===== src/rtl/uart_word_receiver.sv =====
// 8N1 UART receiver that packs BYTES_PER_WORD bytes (first byte in the MSBs) into a word
// and issues a one-cycle write strobe with an auto-incrementing, wrapping address.
module uart_word_receiver #(
    parameter int CLKS_PER_BIT   = 400,
    parameter int BYTES_PER_WORD = 3,
    parameter int ADDR_W         = 4
) (
    input  logic                        clk,
    input  logic                        rst,
    input  logic                        rx,
    input  logic                        din_en,
    output logic [8*BYTES_PER_WORD-1:0] word_data,
    output logic                        word_valid,
    output logic [ADDR_W-1:0]           word_addr,
    output logic                        frame_err,
    output logic                        busy
);
    localparam int CNT_W  = $clog2(CLKS_PER_BIT);
    localparam int IDX_W  = $clog2(BYTES_PER_WORD + 1);
    localparam int WORD_W = 8 * BYTES_PER_WORD;

    localparam logic [CNT_W-1:0] HALF_LAST = CNT_W'(CLKS_PER_BIT / 2 - 1);
    localparam logic [CNT_W-1:0] FULL_LAST = CNT_W'(CLKS_PER_BIT - 1);
    localparam logic [IDX_W-1:0] IDX_LAST  = IDX_W'(BYTES_PER_WORD - 1);

    typedef enum logic [2:0] {S_IDLE, S_START, S_DATA, S_STOP, S_BREAK} state_t;

    state_t             state;
    logic [1:0]         sync;
    logic               rx_s;
    logic [CNT_W-1:0]   cnt;
    logic [2:0]         bit_idx;
    logic [7:0]         shreg;
    logic [IDX_W-1:0]   idx;
    logic [WORD_W-1:0]  word_buf;
    logic [WORD_W-1:0]  word_next;

    always_ff @(posedge clk or posedge rst) begin
        if (rst) sync <= 2'b11;
        else     sync <= {sync[0], rx};
    end
    assign rx_s = sync[1];

    // Partial word with the just-completed byte dropped into its slot.
    always_comb begin
        word_next = word_buf;
        word_next[8*(BYTES_PER_WORD-1-int'(idx)) +: 8] = shreg;
    end

    always_ff @(posedge clk or posedge rst) begin
        if (rst) begin
            state      <= S_IDLE;
            cnt        <= '0;
            bit_idx    <= '0;
            shreg      <= '0;
            idx        <= '0;
            word_buf   <= '0;
            word_data  <= '0;
            word_valid <= 1'b0;
            word_addr  <= '0;
            frame_err  <= 1'b0;
            busy       <= 1'b0;
        end else begin
            word_valid <= 1'b0;
            frame_err  <= 1'b0;
            if (word_valid) word_addr <= word_addr + 1'b1;

            case (state)
                S_IDLE: begin
                    if (!rx_s) begin
                        state   <= S_START;
                        cnt     <= '0;
                        bit_idx <= '0;
                        busy    <= 1'b1;
                    end
                end
                S_START: begin
                    if (cnt == HALF_LAST) begin
                        cnt <= '0;
                        if (rx_s) begin
                            state <= S_IDLE;
                            busy  <= 1'b0;
                        end else begin
                            state <= S_DATA;
                        end
                    end else begin
                        cnt <= cnt + 1'b1;
                    end
                end
                S_DATA: begin
                    if (cnt == FULL_LAST) begin
                        cnt     <= '0;
                        shreg   <= {rx_s, shreg[7:1]};
                        bit_idx <= bit_idx + 1'b1;
                        if (bit_idx == 3'd7) state <= S_STOP;
                    end else begin
                        cnt <= cnt + 1'b1;
                    end
                end
                S_STOP: begin
                    if (cnt == FULL_LAST) begin
                        cnt <= '0;
                        if (rx_s) begin
                            state <= S_IDLE;
                            busy  <= 1'b0;
                            if (!din_en) begin
                                word_buf <= word_next;
                                if (idx == IDX_LAST) begin
                                    word_data  <= word_next;
                                    word_valid <= 1'b1;
                                    idx        <= '0;
                                end else begin
                                    idx <= idx + 1'b1;
                                end
                            end else begin
                                idx <= '0;
                            end
                        end else begin
                            // Bad stop bit: drop byte and partial word, wait out the low line.
                            frame_err <= 1'b1;
                            idx       <= '0;
                            state     <= S_BREAK;
                        end
                    end else begin
                        cnt <= cnt + 1'b1;
                    end
                end
                S_BREAK: begin
                    if (rx_s) begin
                        state <= S_IDLE;
                        busy  <= 1'b0;
                    end
                end
                default: state <= S_IDLE;
            endcase
        end
    end
endmodule


===== config.mk =====
export PLATFORM = sky130hd
export DESIGN_NAME = uart_word_receiver
export DESIGN_NICKNAME = d
export VERILOG_FILES = /design/src/rtl/uart_word_receiver.sv
export SDC_FILE = /design/constraint.sdc
export NUM_CORES = 1
export LEC_CHECK = 0
export ABC_AREA = 1
export CAP_MARGIN = 10
export CORE_MARGIN = 1.5
export CORE_UTILIZATION = 40
export DETAILED_ROUTE_END_ITERATION = 16
export GPL_ROUTABILITY_DRIVEN = 0
export SETUP_SLACK_MARGIN = 0.2
export SLEW_MARGIN = 20
export SYNTH_ARGS = -nofsm -noshare
export SYNTH_HDL_FRONTEND = slang
export SYNTH_SLANG_ARGS = --single-unit

===== constraint.sdc =====
create_clock -name clk -period 3.45 [get_ports clk]
set_clock_uncertainty 0.05 [all_clocks]
set_input_delay 0.69 -clock clk [delete_from_list [all_inputs] [get_ports clk]]
set_output_delay 0.69 -clock clk [all_outputs]
set_load 0.03 [all_outputs]

# == Word-level counts from Yosys, hierarchy flattened ==
# Cells that the tools add are included.
# totals
register_bits,82
inputBits,4
output_inout_bits,31
wordCells,81
# classes
add_sub_neg,6
n_eq_ne,14
n_shift,2
mux,33
n_bitwise,1
reduce_logical,13
# op_table
cell,n
negator 6 -> 33 bit,1
variable shift 8 x 33 -> 24 bit (first input constant),1
variable part select 8 x 33 -> 24 bit,1
2-to-1 mux 3 bit,9
2-to-1 mux 9 bit,3
one-hot mux 9 bit (3 select lines),1
bitwise mux 24 bit,1
one-hot mux 3 bit (5 select lines),1
2-to-1 mux 1 bit,12
inequality test 2 bit (second input constant),6
adder 9 x 1 -> 9 bit (second input constant),1
equality test 9 x 8 -> 1 bit (second input constant),1
equality test 9 bit (second input constant),1
2-to-1 mux 2 bit,4
AND reduction 4 bit,2
equality test 3 x 2 -> 1 bit (second input constant),2
equality test 3 bit (second input constant),2
one-hot mux 3 bit (2 select lines),1
AND reduction 2 bit,3
AND reduction 6 bit,1
AND reduction 5 bit,1
adder 4 x 1 -> 4 bit (second input constant),1
one-hot mux 1 bit (4 select lines),1
nonzero test 4 bit,1
11 further kinds,11

# == Logic depth before layout (Yosys ltp) ==
# logic_depth
word_depth,6
ltp_mapped,10
mapped_depth_nobuf,9

# == Worst setup path after synthesis ==
# No wires, ideal clock.
# synth_timing
kind,register -> register
start,register idx[0]
end,register word_data[3]
setup_ns,0.117
arrival_time_ns,1.562
required_time_ns,3.283
path_slack_ns,1.721
path_stages_with_launch,9
period_less_slack_ns,1.729
path_cell_list,dfrtp_1 inv_1 ha_1 xnor2_1 or2_2 buf_2 nor3_1 nand2_1 nand2_1
# synth_between
elab_chain_len,4
elab_cells_between_ends,7
classes_between,add/sub (2); eq/ne (1); shift (2); mux (1); reduce/logical (1)
# synth_rtl
element,line,rtl
start: declaration,34,logic [IDX_W-1:0] idx;
start signal: assignment,113,idx <= idx + 1'b1;
subtractor 2 x 2 -> 3 bit,47,word_next[8*(BYTES_PER_WORD-1-int'(idx)) +: 8] = shreg;
negator 6 -> 33 bit,47,
variable part select 8 x 33 -> 24 bit / variable shift 8 x 33 -> 24 bit (equally long branches),47,
bitwise mux 24 bit,47,
end signal: assignment,109,word_data <= word_next;
end: declaration,12,"output logic [8*BYTES_PER_WORD-1:0] word_data,"
# Several ways; a longest one is shown, not always the timed one.
# A chain may end at the register's enable or synchronous reset.

# == Worst setup path in the final report ==
# layout_timing
start,register word_valid
end,output port word_valid
# layout_lines
element,line,rtl
start: declaration,13,"output logic word_valid,"
start signal: assignment,59,word_valid <= 1'b0;
start signal: assignment,64,word_valid <= 1'b0;
start signal: assignment,110,word_valid <= 1'b1;
# No word-level cell between the ends.

==> run metrics <==
status=finished clean; clk buf depth=2; grt total ovfl=0; final-layout fill cell count=854; largest vdd supply drop=0.196 mV; synth unique cells=32; global-route wire length before repair=12.7 mm; port bufs=34; CTS Buf Count=9; Vias/cell=4.85; Clock Latency Late Sink=340 ps; Ys Warns=0; Buffers & Inverters on Critical Path=1; cell family contributing the most delay on the critical path=buffers and inverters; Inserted Diodes=0; number of synthesized flops with an enable pin=0; PwrDens=401 nW/µm²; placed cell areas=3950 µm²; post-synth top area share=0.512; RR Endpoint=word_data[9]; WL final=7.41 mm; Post-Syn Nets=435; fin area=4170 µm²; critical path data required time=2710 ps; slowest CP cell=clkdlybuf4s50_1; crit path DAT=1470 ps; CP max FO=5; hold crit path type=reg -> reg; min-delay src=sync[0]; Slew Limit Fails=0; Placed Cells incl. Taps=553; storage element area=1850 µm²; crit-path cells=clkdlybuf4s50_1; post-synthesis async set-or-reset flop share=1.00; CTS tree=built; Fmax=452 MHz; Die Span Y=96.8 µm; CTS Hold Buffers Added=0; Post-synth top cells=151 x nand2_1, 72 x dfrtp_1, 45 x inv_1; Setup CP Type=reg -> out; # IOs=35; initial drt markers=113; Reg2Reg Setup Slack=1320 ps; multi-input logic area=1410 µm²; width of the die=96.8 µm; Core Box Area=8640 µm²; ys flop type=dfrtp_1; fin util=0.483; slew margin rel.=0.505; dominant cells by area after synthesis=dfrtp_1 51%, nand2_1 16%, inv_1 4.8%; Synth Register Bits=74; clk sinks=74; TritonRoute pass-1 iters=4; CP endpoint kind=output pin; fin crit period=2210 ps; max cap viols=0; Post-CTS Setup Inserts=0; vias in the first global route=2648; Tcrit/Tclk final=0.641; Worst setup SP type=flop; H-tree levels=3; FF-to-FF path depth=9; gr usage total=0.168; Hold Vio Cnt, Final=0; register area share after synthesis=0.526; synth-to-layout area growth=18.5%; residual DRC count=0; pin count of the biggest net entering global routing=75; setup tns final=0 ps; RSZ-0062 raised after global routing=false; Pleak=2.08 nW; WL/cell=13.0 µm; Final setup viols=0; HPWL Detailed=5.07 mm; Die Area=9380 µm²; antenna violations before repair=0; Synth Cell Area=3520 µm²; Worst-path clk slew=80 ps; nets=469; worst slew pin tran=741 ps; remaining antenna violation count=0; launch point of the worst reg-to-reg path=cnt[0]; fraction of layout cells with a size suffix above 1=0.0781; Synth Instances=422; Finished Layout Cells=569; Crit path largest cell delay=700 ps; Post-CTS Resized=0; largest area contributor in the netlist=dfrtp_1; end of the worst hold path=sync[1]; vias post-DR=2759; most instantiated library cell after synthesis=nand2_1; FP Rows=34; clock root buffer master=clkbuf_8; starting density of the core=0.408; WHS Path Cells=0; Mean Syn Cell Area=8.35 µm²
[metrics by stage]
stage	total power [mW]	hold WS [ps]	worst slack, ps
finish	1.67	308	1240
global route	1.74	317	1040
CTS	1.70	309	1210
detailed placement	0.916	297	1200
global placement	0.915	297	1260
floorplan	0.903	295	832
[cells by family after synthesis]
| logic type | after synthesis | share of synthesized area |
|---|---|---|
| fa+ha+maj | 9 | 0.0320 |
| mux | 1 | 0.00320 |
| buf+inv | 62 | 0.0739 |
| compound gates | 60 | 0.0934 |
| flops | 74 | 0.526 |
| simple gates | 211 | 0.259 |
| xor+xnor | 5 | 0.0124 |
[cell type report]
cell class,count,area share
Clock inverter,4,0.0177
Inverter,50,0.0450
Clock buffer,12,0.0372
Sequential cell,74,0.444
Timing Repair Buffer,35,0.0863
Tap cell,108,0.0324
Multi-Input combinational cell,286,0.337
[worst max-delay path by stage]
stage                     startpoint       endpoint  slack, ps  depth (start not counted)
after floorplan                  rst     bit_idx[0]        830                          1
after CTS                 word_valid     word_valid       1210                          1
final                     word_valid     word_valid       1240                          1
after global routing          cnt[0]  word_data[23]       1040                          9
after detailed placement      din_en  word_data[10]       1200                          6
after global placement        din_en   word_data[6]       1260                          6
[sequential cells by signal, summed over array words and instances, names as in the netlist]
register and cells:
busy 1, word_buf 16, word_addr 4, sync 2, state 3, bit_idx 3, word_valid 1, frame_err 1
idx 2, shreg 8, word_data 24, cnt 9
[cell usage in the layout (no fill, tap or decap), drive strengths merged]
cell           Yosys  final
xnor2              2      2
clkinv             0      1
a22o               1      1
buf               11      1
nand3             18     18
xor2               3      3
a21boi             1      1
or2                1      1
nand4              2      2
clkbuf             1     12
nor2              26     26
inv               50     51
a21oi              9      9
ha                 9      9
nand2            154    154
dfrtp             72     72
dfstp              2      2
clkdlybuf4s50      0     34
mux2               1      1
o21bai             1      1
bufinv             0      2
o21ai             32     32
o22ai             16     16
nor3              10     10
[layer usage]
metal	vias up	track usage	wire (µm)
li1	1406	-	-
met2	48	0.261	3490
met5	-	0	0
met4	0	0.0602	57
met3	4	0.0419	244
met1	1301	0.229	3620
[where the power goes]
part | switching, mW | internal, mW
logic | 0.0197 | 0.00606
registers | 0.00205 | 0.869
clock network | 0.326 | 0.449
(Power assumes the default switching activity.)
